<file path="src/rtl/alu_pipe_param.sv">
// alu_pipe_param -- parametrised, handshaked ALU.
//   Sits between the operand/command sequencer and result writeback.
//   Single-cycle ops issue one edge after acceptance; multiplies take a
//   second edge in MUL2.  Operands may arrive on different cycles: the
//   first one is captured together with CMD/MODE/CIN, and the missing
//   one is awaited for at most TIMEOUT cycles before an error is issued.
//
// Optional feature macro: ALU_SAT_EN (saturating add/sub/signed add/sub).
//
// Parameters:
//   OP_WIDTH  operand width W (power of two, >= 4)
//   TIMEOUT   cycles to wait for a missing operand (>= 1)
// Ports:
//   CLK        in   clock, rising edge
//   RST        in   synchronous active-high reset
//   CE         in   clock enable, 0 freezes the block (RES_VALID drops)
//   MODE       in   1 = arithmetic, 0 = logical
//   CMD        in   [3:0] operation code
//   OPA, OPB   in   [W-1:0] operands
//   CIN        in   carry/borrow in
//   INP_VALID  in   [1:0] bit0 = OPA valid, bit1 = OPB valid
//   RES        out  [2W-1:0] result
//   COUT, OFLOW, G, E, L, ERR  out  result flags
//   RES_VALID  out  one-cycle result strobe
//   BUSY       out  1 while collecting an operand or multiplying
module alu_pipe_param #(
   parameter int OP_WIDTH = 8,
   parameter int TIMEOUT  = 16
) (
   input  logic                    CLK,
   input  logic                    RST,
   input  logic                    CE,
   input  logic                    MODE,
   input  logic [3:0]              CMD,
   input  logic [OP_WIDTH-1:0]     OPA,
   input  logic [OP_WIDTH-1:0]     OPB,
   input  logic                    CIN,
   input  logic [1:0]              INP_VALID,
   output logic [2*OP_WIDTH-1:0]   RES,
   output logic                    COUT,
   output logic                    OFLOW,
   output logic                    G,
   output logic                    E,
   output logic                    L,
   output logic                    ERR,
   output logic                    RES_VALID,
   output logic                    BUSY
);

   localparam int W     = OP_WIDTH;
   localparam int RW    = 2 * OP_WIDTH;
   localparam int SH_W  = $clog2(OP_WIDTH);
   localparam int CNT_W = $clog2(TIMEOUT + 1);

   typedef enum logic [1:0] {IDLE = 2'd0, COLLECT = 2'd1, MUL2 = 2'd2} state_t;

   // Operands required by an op: bit0 = A, bit1 = B.  Unlisted codes need
   // nothing, so any valid input issues their error result immediately.
   function automatic logic [1:0] need_ops(input logic mode, input logic [3:0] cmd);
      logic [1:0] n;
      n = 2'b00;
      if (mode) begin
         case (cmd)
            4'd4, 4'd5: n = 2'b01;
            4'd6, 4'd7: n = 2'b10;
            4'd0, 4'd1, 4'd2, 4'd3, 4'd8, 4'd9, 4'd10, 4'd11, 4'd12: n = 2'b11;
            default: n = 2'b00;
         endcase
      end else begin
         case (cmd)
            4'd6, 4'd8, 4'd9:   n = 2'b01;
            4'd7, 4'd10, 4'd11: n = 2'b10;
            4'd0, 4'd1, 4'd2, 4'd3, 4'd4, 4'd5, 4'd12, 4'd13: n = 2'b11;
            default: n = 2'b00;
         endcase
      end
      return n;
   endfunction

   function automatic logic is_mul(input logic mode, input logic [3:0] cmd);
      return mode && ((cmd == 4'd9) || (cmd == 4'd10));
   endfunction

   // Full ALU evaluation; returns {ERR, L, E, G, OFLOW, COUT, RES}.
   function automatic logic [RW+5:0] alu_exec(input logic mode, input logic [3:0] cmd,
                                              input logic [W-1:0] a, input logic [W-1:0] b,
                                              input logic cin);
      logic [RW-1:0]  res;
      logic           cout, oflow, g, e, l, err;
      logic [W:0]     wide;
      logic [RW-1:0]  ma, mb;
      logic [2*W-1:0] dbl;
      logic           hi_set;
      res = {RW{1'b0}};
      cout = 1'b0; oflow = 1'b0; g = 1'b0; e = 1'b0; l = 1'b0; err = 1'b0;
      wide = {(W+1){1'b0}};
      ma = {RW{1'b0}};
      mb = {RW{1'b0}};
      dbl = {(2*W){1'b0}};
      hi_set = ((b >> SH_W) != {W{1'b0}});
      if (mode) begin
         case (cmd)
            4'd0, 4'd2: begin
               wide = {1'b0, a} + {1'b0, b} + {{W{1'b0}}, (cmd == 4'd2) ? cin : 1'b0};
               cout = wide[W];
`ifdef ALU_SAT_EN
               res = cout ? {{W{1'b0}}, {W{1'b1}}} : {{(W-1){1'b0}}, wide};
`else
               res = {{(W-1){1'b0}}, wide};
`endif
            end
            4'd1, 4'd3: begin
               // Bit W of the W+1-bit difference is the borrow.
               wide  = {1'b0, a} - {1'b0, b} - {{W{1'b0}}, (cmd == 4'd3) ? cin : 1'b0};
               oflow = wide[W];
`ifdef ALU_SAT_EN
               res = oflow ? {RW{1'b0}} : {{(W-1){1'b0}}, wide};
`else
               res = {{(W-1){1'b0}}, wide};
`endif
            end
            4'd4, 4'd6: begin
               wide  = {1'b0, (cmd == 4'd4) ? a : b} + {{W{1'b0}}, 1'b1};
               oflow = wide[W];
               res   = {{(W-1){1'b0}}, wide};
            end
            4'd5, 4'd7: begin
               // Decrement of zero is flagged and clamps at zero.
               wide = {1'b0, (cmd == 4'd5) ? a : b};
               if (wide == {(W+1){1'b0}}) begin
                  oflow = 1'b1;
               end else begin
                  res = {{(W-1){1'b0}}, wide - {{W{1'b0}}, 1'b1}};
               end
            end
            4'd8: begin
               g = (a > b);
               e = (a == b);
               l = (a < b);
            end
            4'd9: begin
               // Only A = B = all-ones exceeds 2W bits; RES is 2W wide.
               ma  = {{W{1'b0}}, a} + {{(RW-1){1'b0}}, 1'b1};
               mb  = {{W{1'b0}}, b} + {{(RW-1){1'b0}}, 1'b1};
               res = ma * mb;
            end
            4'd10: begin
               ma  = {{(W-1){1'b0}}, a, 1'b0};
               mb  = {{W{1'b0}}, b};
               res = ma * mb;
            end
            4'd11, 4'd12: begin
               wide  = (cmd == 4'd11) ? ({a[W-1], a} + {b[W-1], b})
                                      : ({a[W-1], a} - {b[W-1], b});
               oflow = wide[W] ^ wide[W-1];
               g     = ($signed(a) >  $signed(b));
               e     = (a == b);
               l     = ($signed(a) <  $signed(b));
               res   = {{(W-1){wide[W]}}, wide};
`ifdef ALU_SAT_EN
               // True sign is bit W: negative overflow clamps to min.
               if (oflow) begin
                  res = wide[W] ? {{(W+1){1'b1}}, {(W-1){1'b0}}}
                                : {{(W+1){1'b0}}, {(W-1){1'b1}}};
               end
`endif
            end
            default: err = 1'b1;
         endcase
      end else begin
         case (cmd)
            4'd0:  res = {{W{1'b0}}, a & b};
            4'd1:  res = {{W{1'b0}}, ~(a & b)};
            4'd2:  res = {{W{1'b0}}, a | b};
            4'd3:  res = {{W{1'b0}}, ~(a | b)};
            4'd4:  res = {{W{1'b0}}, a ^ b};
            4'd5:  res = {{W{1'b0}}, ~(a ^ b)};
            4'd6:  res = {{W{1'b0}}, ~a};
            4'd7:  res = {{W{1'b0}}, ~b};
            4'd8:  res = {{W{1'b0}}, 1'b0, a[W-1:1]};
            4'd9:  res = {{W{1'b0}}, a[W-2:0], 1'b0};
            4'd10: res = {{W{1'b0}}, 1'b0, b[W-1:1]};
            4'd11: res = {{W{1'b0}}, b[W-2:0], 1'b0};
            4'd12, 4'd13: begin
               // Rotate via a doubled copy of A; out-of-range amount is an error.
               if (hi_set) begin
                  err = 1'b1;
               end else if (cmd == 4'd12) begin
                  dbl = {a, a} << b[SH_W-1:0];
                  res = {{W{1'b0}}, dbl[2*W-1:W]};
               end else begin
                  dbl = {a, a} >> b[SH_W-1:0];
                  res = {{W{1'b0}}, dbl[W-1:0]};
               end
            end
            default: err = 1'b1;
         endcase
      end
      return {err, l, e, g, oflow, cout, res};
   endfunction

   state_t           state_r;
   logic [CNT_W-1:0] cnt_r;
   logic [W-1:0]     op_a_r, op_b_r;
   logic [3:0]       cmd_r;
   logic             mode_r, cin_r;
   logic [1:0]       miss_r;

   logic [1:0]       need_s;
   logic             x_mode_s, x_cin_s;
   logic [3:0]       x_cmd_s;
   logic [W-1:0]     x_a_s, x_b_s;
   logic [RW+5:0]    exec_s;

   assign need_s = need_ops(MODE, CMD);

   // Select the operand/command source the ALU evaluates this cycle.
   always_comb begin
      x_mode_s = MODE;
      x_cmd_s  = CMD;
      x_a_s    = OPA;
      x_b_s    = OPB;
      x_cin_s  = CIN;
      case (state_r)
         COLLECT: begin
            x_mode_s = mode_r;
            x_cmd_s  = cmd_r;
            x_a_s    = miss_r[0] ? OPA : op_a_r;
            x_b_s    = miss_r[1] ? OPB : op_b_r;
            x_cin_s  = cin_r;
         end
         MUL2: begin
            x_mode_s = mode_r;
            x_cmd_s  = cmd_r;
            x_a_s    = op_a_r;
            x_b_s    = op_b_r;
            x_cin_s  = cin_r;
         end
         default: begin
            x_mode_s = MODE;
            x_cmd_s  = CMD;
         end
      endcase
   end

   assign exec_s = alu_exec(x_mode_s, x_cmd_s, x_a_s, x_b_s, x_cin_s);

   // Control FSM, operand capture and registered result outputs.
   always_ff @(posedge CLK) begin
      if (RST) begin
         state_r   <= IDLE;
         cnt_r     <= {CNT_W{1'b0}};
         op_a_r    <= {W{1'b0}};
         op_b_r    <= {W{1'b0}};
         cmd_r     <= 4'd0;
         mode_r    <= 1'b0;
         cin_r     <= 1'b0;
         miss_r    <= 2'b00;
         {ERR, L, E, G, OFLOW, COUT, RES} <= {(RW+6){1'b0}};
         RES_VALID <= 1'b0;
         BUSY      <= 1'b0;
      end else if (!CE) begin
         RES_VALID <= 1'b0;
      end else begin
         RES_VALID <= 1'b0;
         case (state_r)
            IDLE: begin
               if (INP_VALID != 2'b00) begin
                  cmd_r  <= CMD;
                  mode_r <= MODE;
                  cin_r  <= CIN;
                  op_a_r <= OPA;
                  op_b_r <= OPB;
                  if ((need_s & ~INP_VALID) == 2'b00) begin
                     if (is_mul(MODE, CMD)) begin
                        state_r <= MUL2;
                        BUSY    <= 1'b1;
                     end else begin
                        {ERR, L, E, G, OFLOW, COUT, RES} <= exec_s;
                        RES_VALID <= 1'b1;
                     end
                  end else begin
                     miss_r  <= need_s & ~INP_VALID;
                     cnt_r   <= {CNT_W{1'b0}};
                     state_r <= COLLECT;
                     BUSY    <= 1'b1;
                  end
               end
            end
            COLLECT: begin
               if ((INP_VALID & miss_r) != 2'b00) begin
                  if (miss_r[0]) op_a_r <= OPA;
                  if (miss_r[1]) op_b_r <= OPB;
                  if (is_mul(mode_r, cmd_r)) begin
                     state_r <= MUL2;
                  end else begin
                     {ERR, L, E, G, OFLOW, COUT, RES} <= exec_s;
                     RES_VALID <= 1'b1;
                     state_r   <= IDLE;
                     BUSY      <= 1'b0;
                  end
               end else if (cnt_r == CNT_W'(TIMEOUT - 1)) begin
                  {ERR, L, E, G, OFLOW, COUT, RES} <= {1'b1, 5'b00000, {RW{1'b0}}};
                  RES_VALID <= 1'b1;
                  state_r   <= IDLE;
                  BUSY      <= 1'b0;
               end else begin
                  cnt_r <= cnt_r + CNT_W'(1);
               end
            end
            MUL2: begin
               {ERR, L, E, G, OFLOW, COUT, RES} <= exec_s;
               RES_VALID <= 1'b1;
               state_r   <= IDLE;
               BUSY      <= 1'b0;
            end
            default: begin
               state_r <= IDLE;
               BUSY    <= 1'b0;
            end
         endcase
      end
   end

endmodule
</file>
<file path="config.mk">
export PLATFORM = sky130hd
export DESIGN_NAME = alu_pipe_param
export DESIGN_NICKNAME = d
export VERILOG_FILES = /design/src/rtl/alu_pipe_param.sv
export SDC_FILE = /design/constraint.sdc
export NUM_CORES = 1
export LEC_CHECK = 0
export ABC_AREA = 1
export CAP_MARGIN = 10
export CORE_MARGIN = 2
export CORE_UTILIZATION = 48
export DETAILED_ROUTE_END_ITERATION = 7
export PLACE_DENSITY = 0.63
export SLEW_MARGIN = 10
export SYNTH_ARGS = -nofsm -noshare
export SYNTH_HDL_FRONTEND = slang
export SYNTH_SLANG_ARGS = --single-unit
export TNS_END_PERCENT = 100
</file>
<file path="constraint.sdc">
create_clock -name CLK -period 19.7 [get_ports CLK]
set_input_delay 1.97 -clock CLK [delete_from_list [all_inputs] [get_ports CLK]]
set_output_delay 1.97 -clock CLK [all_outputs]
set_load 0.005 [all_outputs]
</file>
# --- After elaboration in Yosys (flattened, before gate mapping) ---
# Memories as Yosys holds them, arrays and structs flattened.
# Index checks and enable logic that the tools add are counted.
totals:
  reg_bits: 55
  romBits: 64
  in_bits: 27
  elab_cells: 224
  n_memories: 2
mem_list:
  columns: ["memory", "words", "width", "read_ports", "rd_clocked_by_memory_dff", "write_ports", "line", "source"]
  rows:
  - ["(no name shown)", 16, 2, 1, 0, 0, "63", "case (cmd)"]
  - ["(no name shown)", 16, 2, 1, 0, 0, "70", "case (cmd)"]
classes:
  addsub: 11
  multipliers: 2
  n_lt_le_gt_ge: 4
  n_eq_ne: 31
  shifts: 2
  muxes: 110
  bitwise: 14
  reduce_logical: 31
ops:
  columns: ["op", "count"]
  rows:
  - ["16-bit 2-to-1 mux", 7]
  - ["16-bit one-hot mux with 7 select lines", 1]
  - ["8-bit one-hot mux with 13 select lines", 1]
  - ["8-bit 2-to-1 mux", 10]
  - ["8-bit one-hot mux with 2 select lines", 4]
  - ["1-bit 2-to-1 mux", 58]
  - ["16-bit one-hot mux with 3 select lines", 1]
  - ["4-bit equality test (second input constant)", 10]
  - ["8-bit NOT", 5]
  - ["8-bit by 1-bit adder with 9-bit output (second input constant)", 3]
  - ["1-bit one-hot mux with 3 select lines", 7]
  - ["5-bit 2-to-1 mux", 4]
  - ["8-bit by 8-bit adder with 9-bit output", 2]
  - ["9-bit 2-to-1 mux", 2]
  - ["8-bit by 8-bit subtractor with 9-bit output", 2]
  - ["4-bit by 3-bit equality test with 1-bit output (second input constant)", 4]
  - ["8-bit greater-than comparator", 2]
  - ["8-bit < comparator", 2]
  - ["9-bit by 9-bit multiplier with 16-bit output", 1]
  - ["2-bit OR reduction", 8]
  - ["16-bit by 3-bit << shifter with 16-bit output", 1]
  - ["16-bit by 3-bit right shift with 8-bit output", 1]
  - ["8-bit by 8-bit multiplier with 15-bit output", 1]
  - ["2-bit 2-to-1 mux", 7]
  - ["40 further kinds", 61]

# --- Longest topological paths before layout ---
# Gate-level depths: netlist (run 1).
logic_depth:
  depth_word: 13
  depth_mapped: 39
  ltp_nobuf: 36

# --- Worst setup path before layout (run 1) ---
# OpenSTA, ideal clock, no wires.
synth_path:
  kind: "input port to flip-flop"
  start: "input port OPB[1]"
  end: "register RES[13]"
  arrival_ns: 7.358
  path_slack_ns: 12.208
  stages: 32
  n_path_buf: 1
  cell_sequence: "inv_1 nand2_1 nand3_1 a21oi_1 clkbuf_1 ha_1 inv_1 nor2_1 nand2_1 o31ai_1 nand2_1 inv_1 nand2_1 fa_1 fa_1 inv_1 fa_1 inv_1 fa_1 inv_1 ha_1 a21oi_1 o21ai_0 a21o_1 nand2_1 nand2_1 a21oi_1 or2_2 nand3_1 o211ai_1 nand2_1 a21oi_1"
synth_between:
  elab_chain_len: 10
  word_cells_on_any_way: 16
  classes_between: "add/sub: 3; mul: 2; mux: 11"
synth_rtl:
  columns: ["element", "line", "source"]
  rows:
  - ["start, declared", "36", "input logic [OP_WIDTH-1:0] OPB,"]
  - ["8-bit 2-to-1 mux", null, null]
  - ["8-bit one-hot mux with 2 select lines *", "224", "case (state_r)"]
  - ["8-bit by 1-bit adder with 9-bit output (tied with other cells)", "144", "mb = {{W{1'b0}}, b} + {{(RW-1){1'b0}}, 1'b1};"]
  - ["9-bit by 9-bit multiplier with 16-bit output / 9-bit 2-to-1 mux (equally long branches)", "145, 153", null]
  - ["16-bit one-hot mux with 7 select lines *", "102", "case (cmd)"]
  - ["16-bit 2-to-1 mux *", "101", "if (mode) begin"]
  - ["16-bit 2-to-1 mux", "275", "if (is_mul(MODE, CMD)) begin"]
  - ["16-bit 2-to-1 mux", "274", "if ((need_s & ~INP_VALID) == 2'b00) begin"]
  - ["16-bit 2-to-1 mux", "268", "if (INP_VALID != 2'b00) begin"]
  - ["16-bit one-hot mux with 3 select lines *", "266", "case (state_r)"]
  - ["end signal, assigned", "259", "{ERR, L, E, G, OFLOW, COUT, RES} <= {(RW+6){1'b0}};"]
  - ["end signal, assigned", "279", "{ERR, L, E, G, OFLOW, COUT, RES} <= exec_s;"]
  - ["end signal, assigned", "297", "{ERR, L, E, G, OFLOW, COUT, RES} <= exec_s;"]
  - ["end, declared", "39", "output logic [2*OP_WIDTH-1:0] RES,"]
# Every way passes the cells marked *; elsewhere a longest branch is shown, timed or not. The select of a mux whose other input is x is not followed.
# A chain may end at the register's enable or synchronous reset.

# --- Final worst setup path (run 1) ---
layout_path:
  start: "input port OPB[0]"
  end: "register RES[13]"
# The elaborated chain is that of the path after synthesis.

==> results.txt, run 1 <==
The post-CTS setup repair buffer count is 0. The register area share after synthesis is 9.33%. In this run, synthesis produced a sequential element count of 55. In the global route stage, met2 resource usage came out at 53.5%.

After detailed routing, the average wire length per cell comes to 18.9 µm. The detailed placement HPWL is 31200 µm. The all-layer global routing usage came out at 31.7%. For met3 alone, demand over resource in global routing was 4.78%.

The total clock sinks is 55. The critical path in this run is classified as in2reg. The peak clock frequency supported by timing is 0.120 GHz. The layer flagged by global routing as most heavily used is met2. The number of buffers added by the clock tree synthesis step is 5.

The detailed-route via count is 12.3k. The critical path starts at OPB[0]. The width of the chip is 161 µm. Of the cells placed in the final design, the portion with a size suffix greater than 1 is 7.28%. The number of warning messages in the yosys log is 0. The arrival time at the worst endpoint is 8.50 ns. The clock passes through at most 2 buffers. The count of nets after finishing came out at 2070. The weighted congestion at the end of routability-driven global placement is 1.00.

The number of hold violations in the final report came out at 0. The count of buffers inserted at the top-level ports is 50. The number of detailed-route iterations in the first pass came out at 6.

The final layout contains routed wiring with a total length of 40900 µm. The maximum number of pins on one net before global-route repair is 39. Summing every instance area after synthesis gives 0.0118 mm². Adding up every negative setup slack in the final design gives 0 ns.

In this run, post-CTS hold repair placed 0 buffers. The post-synthesis mux area share came out at 0%. The number of top-level design ports is 51.

The final count of pins violating max slew is 0. The total congestion overflow is 0. In the layout the commonest cells are 438 x nand2_1, 298 x inv_1, 168 x nor2_1. Of all cell types, the one taking the most synthesized area is fa_1. After synthesis, the largest family of logic cells by area is simple AND/OR/NAND/NOR gates. The library cell used most frequently in the layout, excluding fill and tap cells, is nand2_1. Clock tree synthesis selected as its root buffer the cell clkbuf_16. In this run, synthesis inferred 0 flip-flops with an integrated enable.

The xor/xnor cell area share of the yosys netlist is 1.78%. The flow ran to the end, and the final reports show no timing, DRC or antenna violations. The antenna diode count came out at 0. Measured against its own limit, the worst slew margin works out to 33.4%. Of all nets on the critical path, the largest fanout is 33.

The number of antenna violations at the first check in global routing came out at 0. Gates resized during post-CTS repair numbered 0. The clock tree from TritonCTS is done. The worst-skew pair later-pin latency is 0.32 ns. The post-route fraction of the period consumed by the critical path came out at 42.2%.

The startpoint identified for the worst register-to-register timing path is state_r[1]. The measured slew at the worst slew-check pin came out at 0.996 ns. The count of endpoints failing setup in the final report is 0.

In this design, the stage delay of the slowest critical-path cell is 0.55 ns. The global-route wire length before repair is 64400 µm. For this block, the initial DRC count from the detailed router was 1002. The clock transition at the register clock pins on the worst setup and hold paths after CTS is 0.09 ns. The number of violations of the max-capacitance limit came out at 0. The number of cells produced by synthesis came out at 1821. The post-synthesis to final-layout area growth is 7.34%. The number of fill cells is 2574. In the synthesized netlist the dominant register cell turns out to be dfxtp_1. The distinct cell type count of the synthesized netlist came out at 65. In the routed layout, each cell is associated on average with a via count of 5.68.

The synthesized netlist devotes 19.2% of its cell area to compound gates. The dominant cell type by count on the critical path is nand2_1. The number of nets produced by synthesis came out at 2052. The simple-gate area share of the yosys netlist came out at 29.0%.

Setup repair after global routing left no endpoint under its margin. The final critical-path required period came out at 8.30 ns. The worst endpoint required time is 19.90 ns. The number of global-route vias before repair came out at 11.7k. The share of the synthesized area in the top cell type came out at 15.3%.

The average size of a mapped cell is 6.48 µm². The number of core rows is 57. The tightest min-delay check is of the reg2reg type. The proportion of synthesized flip-flops having asynchronous set or reset is 0%. The count of unresolved DRC violations after routing came out at 0. The clock skew after layout came out at 0.0101 ns.

The die covers 0.0259 mm². Yosys attributes the largest share of cell area to fa_1 15%, nand2_1 14%, ha_1 12%, inv_1 9.5%, dfxtp_1 9.3%. The worst setup path is captured at a flop.

The area of the core is 0.0242 mm². The worst hold path begins at cin_r. The starting density of the core is 48.7%. The cell type of the slowest stage on the worst timing path is fa_1. The adder and majority cell fraction of the synthesized area came out at 27.4%.

The die span in y came out at 161 µm. The global routing usage on met1 is 41.7%. The number of nets with antenna violations after detailed routing is 0.

The worst setup path is launched from a primary input. The H-tree generated during clock tree synthesis spans 2 levels.
[through the flow]
stage               std cells  area, µm²  util, %  worst slack [ns]  hold WS (ns)
floorplan                1821      11800        -             12.21         0.429
global placement         2156      12500     51.6             11.28         0.442
detailed placement       2156      12500     51.6             11.13         0.451
CTS                      2164      12700     52.2             11.46         0.465
global route             2164      12700     52.2             10.76         0.471
finish                   2164      12700     52.2             11.40         0.457
[worst paths after layout]
check	to	cells after the start	slack [ns]
setup / recovery	RES[13]	35	11.40
hold / removal	cin_r	2	0.46
setup reg to reg	RES[13]	36	12.24
hold reg to reg	cin_r	2	0.46
[critical path, delay by kind of cell]
kind,cells,cell delay [ns]
simple gates,12,1.43
fa+ha+maj,6,2.61
buf+inv,9,1.52
compound gates,8,0.95
[sequential cells by signal (all words and copies together) (netlist names), 2 cells and up]
| signal | cells |
|---|---|
| miss_r | 2 |
| cnt_r | 5 |
| state_r | 2 |
| RES | 16 |
| cmd_r | 4 |
| op_b_r | 8 |
| op_a_r | 8 |
[cells by family after synthesis]
group,after synthesis
and+or+nand+nor,792
adders and majority gates,204
AOI/OAI and AO/OA,369
buffers and inverters,377
DFF,55
xor gates and xnor gates,24
[layout make-up]
class / count / area, µm² / share of cell area (%)
Clock buffer: 5 / 125 / 0.988
Inverter: 316 / 1200 / 9.48
Timing Repair Buffer: 72 / 666 / 5.26
Sequential cell: 55 / 1100 / 8.69
Tap cell: 324 / 405 / 3.20
Multi-Input combinational cell: 1389 / 9140 / 72.2
Clock inverter: 3 / 22.5 / 0.178
[metal layers]
metal	vias up	part of all wire, %
met2	498	46
met5	-	0
met1	5797	43
li1	5882	-
met3	105	7.3
met4	0	3.6
[synth_stat cells, types with 4 or more instances]
library cell,n
a21oi_1,124
a21oi_2,16
a221oi_1,6
a22oi_1,8
a31oi_1,5
buf_2,13
buf_4,8
buf_6,5
clkbuf_1,30
dfxtp_1,55
fa_1,90
ha_1,114
inv_1,298
inv_2,11
inv_4,4
nand2_1,438
nand2_2,10
nand2_4,5
nand3_1,92
nand3b_1,5
nand4_1,12
nor2_1,168
nor2_2,9
nor3_1,23
o2111ai_1,13
o211ai_1,11
o21ai_0,100
o21ai_1,27
o21ai_2,15
o21ai_4,6
o221ai_1,4
o22ai_1,11
or2_2,7
xnor2_1,8
xor2_1,16
Power of run 1 is left out: the tool's default activity adds up to more than one toggle a clock period on the data nets, which glitch-free logic cannot reach.
==> run 2, diff against run 1 <==
PLACE_DENSITY = 0.65   (was 0.63)
clock period = 6.73 ns   (was 19.7 ns; I/O delays follow)
==> run 2 against run 1 <==
  * First-iteration DRC count up 5.2%
  * Count of clock-buffer cells in the layout unchanged
  * Sequential cell count unchanged
  * Die area unchanged
  * Global-route usage down 0.25 points
  * Clock skew up 0.0067 ns
  * Setup slack worse by 11 ns
  * Cell count up 2.2%
  * Register-to-register slack worse by 12 ns
  * Wire length down 1.2%
  * Non-clock buffer count up 48
  * Utilization up 1.7 points
==> results.txt, run 2 (synthesis gave the netlist of run 1 again) <==
The run finished with clean final reports. The maximum number of pins on one net before global-route repair is 33 (-15%). Derived from the worst setup path, the maximum achievable clock frequency is 0.159 GHz.

The start-to-end type of the worst setup path is in2reg. The worst endpoint required time came out at 6.98 ns (-12.92 ns). The die area came out at 0.0259 mm² (unchanged).

The number of design-rule violations left by the first detailed-router iteration came out at 1054 (+5.2%). The post-route fraction of the period consumed by the critical path came out at 93.6%. The width of the chip is 161 µm (unchanged).

The weighted congestion at the end of routability-driven global placement is 0.977 (-2.5%). The count of endpoints failing setup in the final report came out at 0 (unchanged). The number of hold violations in the final report came to 0 (unchanged). The total clock sinks came to 55 (unchanged).

The maximum cell stage delay along the critical path came out at 0.54 ns (about the same). The number of flip-flops in the largest register came out at 16 (unchanged). The measured slew at the worst slew-check pin is 0.990 ns (-0.00611 ns). The layout cell share with drive strength beyond 1 came out at 10.3% (+3.0 points). The worst setup timing slack at the placement stage came out at 0.0429 ns (-11.08 ns). The number of detailed-route iterations in the first pass came out at 5 (-1). The most common library cell in the layout ignoring fill and taps is nand2_1. The area of the core came out at 0.0242 mm² (unchanged). The die span in y came out at 161 µm (unchanged). The number of antenna violations at the first check in global routing came out at 1 (+1). The number of vias per cell is 5.57 (-1.8%). The number of buffers added by the clock tree synthesis step came out at 5 (unchanged). TritonCTS built the clock tree. The global-route wire length before repair is 64200 µm (-0.33%). The worst setup path is captured at a flop. By instance count, the cell type seen most on the critical path is inv_1.

The clock transition at the register clock pins on the worst setup and hold paths after CTS came to 0.08 ns (about the same). The count of unresolved DRC violations after routing came out at 0 (unchanged). The wire length per cell is 18.3 µm (-3.3%). The number of fill cells is 2507 (-2.6%). The buffers plus inverters on the worst setup path came out at 12 (+3).

The clock skew after layout was 0.0168 ns (+0.00675 ns). The arrival time at the worst endpoint came to 6.55 ns (-1.95 ns). The placed instance area came to 0.0128 mm² (+2.3%).

The number of global-route vias before repair is 11.9k (+1.6%). The count of nets after finishing is 2118 (+2.3%). Compared with the post-synthesis result, the final layout area differs by 10.9%. The number of nets with antenna violations after detailed routing is 0 (unchanged). The detailed-route via count came out at 12.3k (+0.34%). The number of core rows came out at 57 (unchanged). The buffer type at the clock tree root is clkbuf_16. The antenna diode count came out at 0 (unchanged).

The dominant delay contributor by cell family on the critical path is adder cells. The max-slew headroom at the worst pin is 33.5% (+0.060 points). The all-layer global routing usage is 31.5% (-0.25 points).

The detailed placement HPWL came out at 31600 µm (+1.4%). The number of buffers added to fix hold violations after cts is 0 (unchanged). The final wirelength was 40400 µm (-1.2%). The worst setup path is launched from a primary input. The largest individual stage delay along the critical path comes from the cell fa_1. The final critical-path required period came out at 6.30 ns. The worst-skew pair later-pin latency is 0.33 ns (about the same).

The number of top-level design ports came out at 51 (unchanged). The final count of pins violating max slew came out at 0 (unchanged). The H-tree depth came out at 2 (unchanged).

The count of buffers inserted at the top-level ports came to 50 (unchanged). The total congestion overflow came out at 0 (unchanged). The number of violations of the max-capacitance limit came out at 0 (unchanged).

The tightest min-delay check is of the reg2reg type. The starting density of the core came to 48.7% (unchanged). The highest net fanout along the worst path was 6 (-82%). The post-layout worst setup margin is 0.433 ns (-10.96 ns).

The deepest clock path buffer count is 2 (unchanged). The final cell area excluding filler cells was 0.0131 mm² (+3.3%). In the layout the commonest cells are 435 x nand2_1, 297 x inv_1, 167 x nor2_1.
run 2: cell count changes in the layout (fill, tap and decap cells not counted), moves of 2 or more:
cell / delta
buf_4: +47
nand2_1: -3
nand2_2: +3
dfxtp_1: -2
dfxtp_2: +2
ha_1: -2
ha_4: +2
run 2: final timing paths:
kind / startpoint / end / slack, ns / cells after the start
worst max-delay path: OPB[1] / RES[15] / 0.43 / 35
worst min register to register: cin_r / cin_r / 0.46 / 2
worst max register to register: state_r[1] / RES[15] / 0.50 / 36
worst min-delay path: cin_r / cin_r / 0.46 / 2
run 2: layout make-up:
type | instances | area (µm²) | area share (%)
Timing Repair Buffer | 120 | 1020 | 7.82
Clock buffer | 5 | 125 | 0.956
Inverter | 316 | 1200 | 9.18
Sequential cell | 55 | 1100 | 8.43
Clock inverter | 3 | 27.5 | 0.210
Multi-Input combinational cell | 1389 | 9200 | 70.3
Tap cell | 324 | 405 | 3.10
run 2: repair_timing:
action | 4_1_cts | 5_1_grt
resized for setup | 0 | 15
setup endpoints to repair | 0 | 7
buffers inserted | 0 | 10
run 2: through the flow:
stage | std cells | util, % | hold WS (ns) | setup TNS [ns]
2_1_floorplan | 1821 | - | 0.429 | 0
3_3_place_gp | 2194 | 52.8 | 0.441 | 0
3_5_place_dp | 2194 | 52.8 | 0.448 | 0
4_1_cts | 2202 | 53.4 | 0.462 | 0
5_1_grt | 2212 | 54.0 | 0.481 | -0.00657
6_report | 2212 | 54.0 | 0.458 | 0
run 2: routing by layer:
metal / up-vias / global-route usage [%] / wire length [µm]
met4: 0 / 8.77 / 1040
li1: 5972 / - / -
met2: 472 / 53.3 / 18800
met5: - / 0 / 0
met1: 5805 / 42.2 / 17600
met3: 75 / 4.31 / 3030
run 2: worst register-to-register path: cells and delay by family, from the launching register on:
family	cells	cell delay (ns)
compound gates	5	0.76
fa+ha+maj	6	2.73
buf+inv	11	1.05
flops	1	0.35
simple gates	14	1.27
Power of run 2 is left out for the same reason.
==> run 3, diff against run 2 <==
ABC_AREA = not set   (was 1)
==> run 3 against run 2 <==
  * Synthesized cell count is 16% lower
  * Highest routed layer unchanged
  * Clock skew decreased by 0.0042 ns
  * Via count shrank 2.8%
  * Die area fell by 4.6%
  * Cell area barely moved
==> results.txt, run 3 <==
The worst hold path begins at RES[10]. The worst register-to-register path begins at state_r[1]. The worst reg2reg path depth is 31 (-14%). Summed over all nets, the switching power comes to 2.61 mW. The number of enable flip-flop cells after synthesis is 0 (unchanged). The count of buffers inserted at the top-level ports came out at 50 (unchanged). The internal power component is 2.21 mW. The count of nets after finishing is 1862 (-12%). The weighted congestion at the end of routability-driven global placement came out at 0.981 (+0.47%). The width of the chip came out at 157 µm (-2.3%). The number of global-route vias before repair came to 11.7k (-1.4%). The maximum number of pins on one net before global-route repair is 54 (+64%). The H-tree depth is 2 (unchanged). The count of endpoints failing setup in the final report came out at 0 (unchanged). The number of warning messages in the yosys log came out at 0 (unchanged). The peak supply drop came out at 0.287 mV. The die span in y came out at 157 µm (-2.3%). The number of antenna violations at the first check in global routing came out at 0 (-1).

The critical path launch point type is a flop. The clock tree from TritonCTS is done. The run finished with clean final reports. The cell with the most instances after synthesis is nand2_1. The layout cell share with drive strength beyond 1 came out at 12.8% (+2.5 points). The area of the core is 0.0228 mm² (-5.8%).

The number of buffers added to fix hold violations after cts came out at 0 (unchanged). The measured slew at the worst slew-check pin is 1.14 ns (+0.149 ns). The number of violations of the max-capacitance limit came out at 0 (unchanged). The detailed-route via count came out at 12.0k (-2.8%). The minimum hold slack came out at 0.453 ns (-0.00547 ns). The total congestion overflow came out at 0 (unchanged).

The end of the worst hold path is RES[10]. The deepest clock path buffer count came out at 2 (unchanged). The post-synthesis cell area is 0.0112 mm² (-4.7%). The final count of pins violating max slew came out at 0 (unchanged). The total of flip-flops plus latches after synthesis is 55 (unchanged).

The final critical-path required period is 6.45 ns (+0.155 ns). The number of cells produced by synthesis came out at 1531 (-16%). Power spread over the standard cell area amounts to 367 mW/mm². The share of the synthesized area in the top cell type is 16.0% (+0.76 points).

The switching portion of total power is 54.1%. The number of detailed-route iterations in the first pass came to 6 (+1). The final cell area excluding filler cells is 0.0131 mm² (about the same). The max-slew headroom at the worst pin was 24.1% (-9.4 points).

By area the synthesized netlist is led by fa_1 16%, ha_1 13%, dfxtp_1 9.8%, nand2_1 6.4%, nor2_1 5.5%. The proportion of synthesized flip-flops having asynchronous set or reset is 0% (unchanged). The top cell types in the final layout, fill and taps aside, are 189 x nand2_1, 161 x nor2_1, 158 x inv_1. The number of hold violations in the final report is 0 (unchanged). The global-route wire length before repair was 67000 µm (+4.2%). The path class of the tightest hold or removal check is reg2reg. The die area was 0.0247 mm² (-4.6%). The commonest cells after synthesis are 193 x nand2_1, 165 x nor2_1, 161 x inv_1. The placed instance area came to 0.0127 mm² (-1.1%). The highest net fanout along the worst path was 6 (unchanged). The wire length per cell came out at 22.3 µm (+22%). The number of design-rule violations left by the first detailed-router iteration came to 1261 (+20%).

The static power due to leakage came out at 5.87 nW. STA classifies the critical path endpoint as a flop. The post-route fraction of the period consumed by the critical path was 95.9% (+2.3 points). The number of core rows came to 55 (-3.5%).

The arrival time at the worst endpoint came out at 6.70 ns (+0.15 ns). The dominant synthesized flop cell is dfxtp_1. The slowest stage of the critical path belongs to the cell fa_1. The register-to-register path setup slack came out at 0.28 ns (-0.22 ns). The number of buffers added by the clock tree synthesis step came to 5 (unchanged).

The number of nets with antenna violations after detailed routing came out at 0 (unchanged). The buffer type at the clock tree root is clkbuf_16. The distinct cell type count of the synthesized netlist is 81 (+25%). The number of top-level design ports is 51 (unchanged). The number of vias per cell is 6.16 (+11%). The worst endpoint required time is 6.98 ns (about the same). The antenna diode count came to 0 (unchanged). In this design, the critical path's most frequently occurring cell is buf_4. The instance count along the most critical hold path was 2 (unchanged). The combinational fraction of design power is 85.9%. The all-layer global routing usage is 35.5% (+4.1 points).

The maximum cell stage delay along the critical path is 0.56 ns (+0.02 ns). The final wirelength is 43400 µm (+7.4%). The starting density of the core is 49.2% (+0.54 points). The number of placed cells counting well taps came out at 1927 (-12%). The capturing point of the worst reg2reg path is RES[15]. The clock skew after layout came out at 0.0127 ns (-0.00416 ns). The register area share after synthesis came out at 9.80% (+0.46 points). Sequential cells burn 7.7% of the power. The detailed placement HPWL was 34100 µm (+7.7%). The worst-skew pair later-pin latency was 0.32 ns (about the same).

The peak clock frequency supported by timing came out at 0.155 GHz (-2.4%). The number of nets produced by synthesis is 1762 (-14%). The clock transition at the register clock pins on the worst setup and hold paths after CTS is 0.10 ns (+0.02 ns). The start-to-end type of the worst setup path is reg2reg.

Leaving out fill and tap cells, the most frequent cell in the layout is nand2_1. The number of flip-flops in the largest register came to 16 (unchanged). The average size of a mapped cell is 7.34 µm² (+13%). The total clock sinks is 55 (unchanged). The number of standard cells in the layout, taps in and fillers out is 1945 (-12%). The share of power burned in the clock network is 6.4%. The count of unresolved DRC violations after routing is 0 (unchanged). The post-synthesis to final-layout area growth came out at 16.5%. The biggest area contributor in the post-synthesis netlist is fa_1.
[run 3: cell types whose count changed after synthesis, sizes merged, moves of 25 or more]
cell,before,now
inv,314,164
a21oi,142,90
clkbuf,30,61
nand3,93,49
mux2i,0,25
xnor2,8,50
o21ai,148,65
nand2,454,194
a211oi,3,31
[run 3: timing repair]
item                                    in CTS  in global routing
pin swaps                                    0                 19
endpoints found under the setup margin       3                 10
resized for setup                            2                 47
setup buffers                                0                 10
[run 3: worst max path at each step]
stage                    start  endpoint  slack (ns)  cells after the start
detailed placement  state_r[0]   RES[15]       -0.03                     26
global placement    state_r[0]   RES[11]        0.09                     28
floorplan           state_r[0]   RES[14]        0.03                     31
CTS                 state_r[0]   RES[11]        0.04                     30
global route        state_r[1]   RES[15]       -0.02                     31
finish              state_r[1]   RES[15]        0.28                     31
[run 3: stage by stage]
| step | util, % | worst slack [ns] | power, mW | TNS [ns] |
|---|---|---|---|---|
| after global placement | 55.4 | 0.0874 | 4.24 | 0 |
| final | 57.3 | 0.278 | 4.81 | 0 |
| after global routing | 57.3 | -0.0216 | 5.27 | -0.0216 |
| after CTS | 56.2 | 0.0426 | 4.62 | 0 |
| after detailed placement | 55.4 | -0.0291 | 4.28 | -0.0374 |
| after floorplan | - | 0.0327 | 2.96 | 0 |
[run 3: logic make-up after synthesis]
kind of cell	share of synthesized area, %
and+or+nand+nor	21.3
AOI/OAI and AO/OA	23.9
buffers and inverters	8.91
adders and majority gates	28.7
xor gates and xnor gates	4.90
DFF	9.80
muxes	2.53
[run 3: layout make-up]
| type | count | area (µm²) |
|---|---|---|
| Clock buffer | 5 | 125 |
| Clock inverter | 3 | 33.8 |
| Fill cell | 2220 | 9750 |
| Inverter | 170 | 642 |
| Multi-Input combinational cell | 1220 | 9340 |
| Sequential cell | 55 | 1110 |
| Tap cell | 313 | 392 |
| Timing Repair Buffer | 179 | 1460 |
[run 3: routing by layer]
layer  vias up  track usage (%)  wire length, µm
met5         -                0                0
met4         0             16.1             2350
met3       136             5.78             4190
met2       625             54.9            18700
met1      5692             48.8            18200
li1       5529                -                -
[run 3: power groups by stage]
stage          Clock, mW  Combinational, mW  Sequential, mW
3_5_place_dp           0               3.90           0.376
3_3_place_gp           0               3.86           0.376
5_1_grt            0.322               4.57           0.373
4_1_cts            0.315               3.94           0.369
6_report           0.308               4.13           0.371
2_1_floorplan          0               2.59           0.371
[run 3: worst max-delay path, delay by kind of cell (launching register included)]
kind / cells / cell delay [ns]
AO/OA/AOI/OAI: 5 / 0.88
adder cells (fa/ha/maj): 6 / 2.49
buffers and inverters: 12 / 1.32
flip-flops: 1 / 0.34
AND/OR/NAND/NOR: 8 / 1.34
No activity file was read; power rests on OpenSTA's default activity.
==> variant (config.mk and constraints of run 1) <==
Reset style: asynchronous (`RST`), changed in one clocked block. Comments in the files are not updated.
--- a/src/rtl/alu_pipe_param.sv
+++ b/src/rtl/alu_pipe_param.sv
@@ -246,7 +246,7 @@
    assign exec_s = alu_exec(x_mode_s, x_cmd_s, x_a_s, x_b_s, x_cin_s);
 
    // Control FSM, operand capture and registered result outputs.
-   always_ff @(posedge CLK) begin
+   always_ff @(posedge CLK or posedge RST) begin
       if (RST) begin
          state_r   <= IDLE;
          cnt_r     <= {CNT_W{1'b0}};
Check against the original RTL: not equivalent (Yosys sat finds a counterexample within 4 cycles, from zero or initial values and one cycle with RST high; the reset may be asserted at any time).
==> variant against run 1 <==
- utilization grew 0.35 points
- wire length shrank 3.0%
- sequential cell count is the same
- final area grew 0.38%
- count of clock-buffer cells in the layout is the same
- area after synthesis shrank 0.31%
- setup slack gained 0.099 ns
Power is left out: the tool's default activity adds up to more than one toggle a clock period on the data nets, which glitch-free logic cannot reach.
==> variant: results <==
export IMPL_run_status="finished, final reports clean"
export IMPL_grt_max_degree=56
export IMPL_root_buffer="clkbuf_16"
export IMPL_synth_cell_types=62
export IMPL_critical_path_max_fanout=10
export IMPL_skew_ns=0.01220
export IMPL_grt_total_usage=0.3169
export IMPL_r2r_slack_ns=12.19
export IMPL_reg2reg_depth=39
export IMPL_worstSetupStartpoint="OPA[1]"
export IMPL_vias=11930
export IMPL_synth_common_cells="480 x nand2_1, 288 x inv_1, 169 x nor2_1"
export IMPL_relSlewSlack=0.3099
export IMPL_grt_pass1_wl_mm=63.90
export IMPL_cpPeakStageDelay_ns=0.65
export IMPL_async_flop_share=1.000
export IMPL_synthTopCellsByArea="fa_1 15%, nand2_1 15%, ha_1 12%"
export IMPL_drive_gt1_frac=0.06648
export IMPL_syn_num_nets=2024
export IMPL_slowest_stage="a21oi_2"
export IMPL_fillers=2472
export IMPL_drt_iter0_markers=1076
export IMPL_endpoint="RES[15]$_DFFE_PP0P_"
export IMPL_gp_congestion=1.025
export IMPL_preCtsSetupSlack_ns=11.20
export IMPL_synth_ff_type="dfrtp_1"
export IMPL_hpwlAfterDp_mm=30.38
export IMPL_drtPass1Iterations=5
export IMPL_ys_seq_area_frac=0.1170
export IMPL_layout_nets=2050
export IMPL_cp_data_arrival_time_ns=8.42
export IMPL_wl_per_cell_um=18.51
export IMPL_reg2reg_from="state_r[1]$_DFFE_PP0P_"
export IMPL_fin_crit_sh=0.4165
-- variant: worst min-delay path by stage --
stage / from / end / slack [ns] / cells after the start
finish: E$_DFFE_PP0P_ / E$_DFFE_PP0P_ / 0.48 / 2
CTS: RES[11]$_DFFE_PP0P_ / RES[11]$_DFFE_PP0P_ / 0.49 / 2
global placement: OFLOW$_DFFE_PP0P_ / OFLOW$_DFFE_PP0P_ / 0.46 / 2
global route: RES[11]$_DFFE_PP0P_ / RES[11]$_DFFE_PP0P_ / 0.51 / 2
detailed placement: RES[11]$_DFFE_PP0P_ / RES[11]$_DFFE_PP0P_ / 0.47 / 2
floorplan: cnt_r[4]$_DFFE_PP0P_ / cnt_r[4]$_DFFE_PP0P_ / 0.45 / 2
-- variant: worst max-delay path, delay by kind of cell --
family	cells	cell delay, ns
and+or+nand+nor	16	1.60
adders and majority gates	6	2.61
buffers and inverters	9	1.05
AOI/OAI and AO/OA	5	1.19
-- variant: cell type report --
type / instances / area share
multi-input combinational: 1376 / 0.7038
sequential: 55 / 0.1083
inverter: 310 / 0.09173
timing repair buffer: 71 / 0.05177
tap: 324 / 0.03189
clock buffer: 5 / 0.009843
clock inverter: 3 / 0.002657
-- variant: cell families (layout without fill, tap and decap cells) --
family,after synthesis,in the layout,synth area share
AO/OA/AOI/OAI,319,319,0.1708
XOR/XNOR,26,26,0.01936
adder cells (fa/ha/maj),204,204,0.2744
buffers and inverters,362,389,0.1236
flip-flops,55,55,0.1170
AND/OR/NAND/NOR,827,827,0.2948
-- variant: routing by layer --
metal,up-vias,track usage,routed length (um)
met5,-,0,0
met4,0,0.1274,1492
met3,101,0.05320,2947
met2,457,0.5312,18170
met1,5582,0.4079,17080
li1,5792,-,-
-- variant: through the flow --
step | cells | cell area (um^2) | utilization | hold WS [ns]
final | 2144 | 12710 | 0.5258 | 0.4827
after global routing | 2144 | 12710 | 0.5258 | 0.5057
after CTS | 2144 | 12710 | 0.5258 | 0.4887
after detailed placement | 2136 | 12550 | 0.5192 | 0.4666
after global placement | 2136 | 12550 | 0.5192 | 0.4647
after floorplan | 1793 | 11760 | - | 0.4517
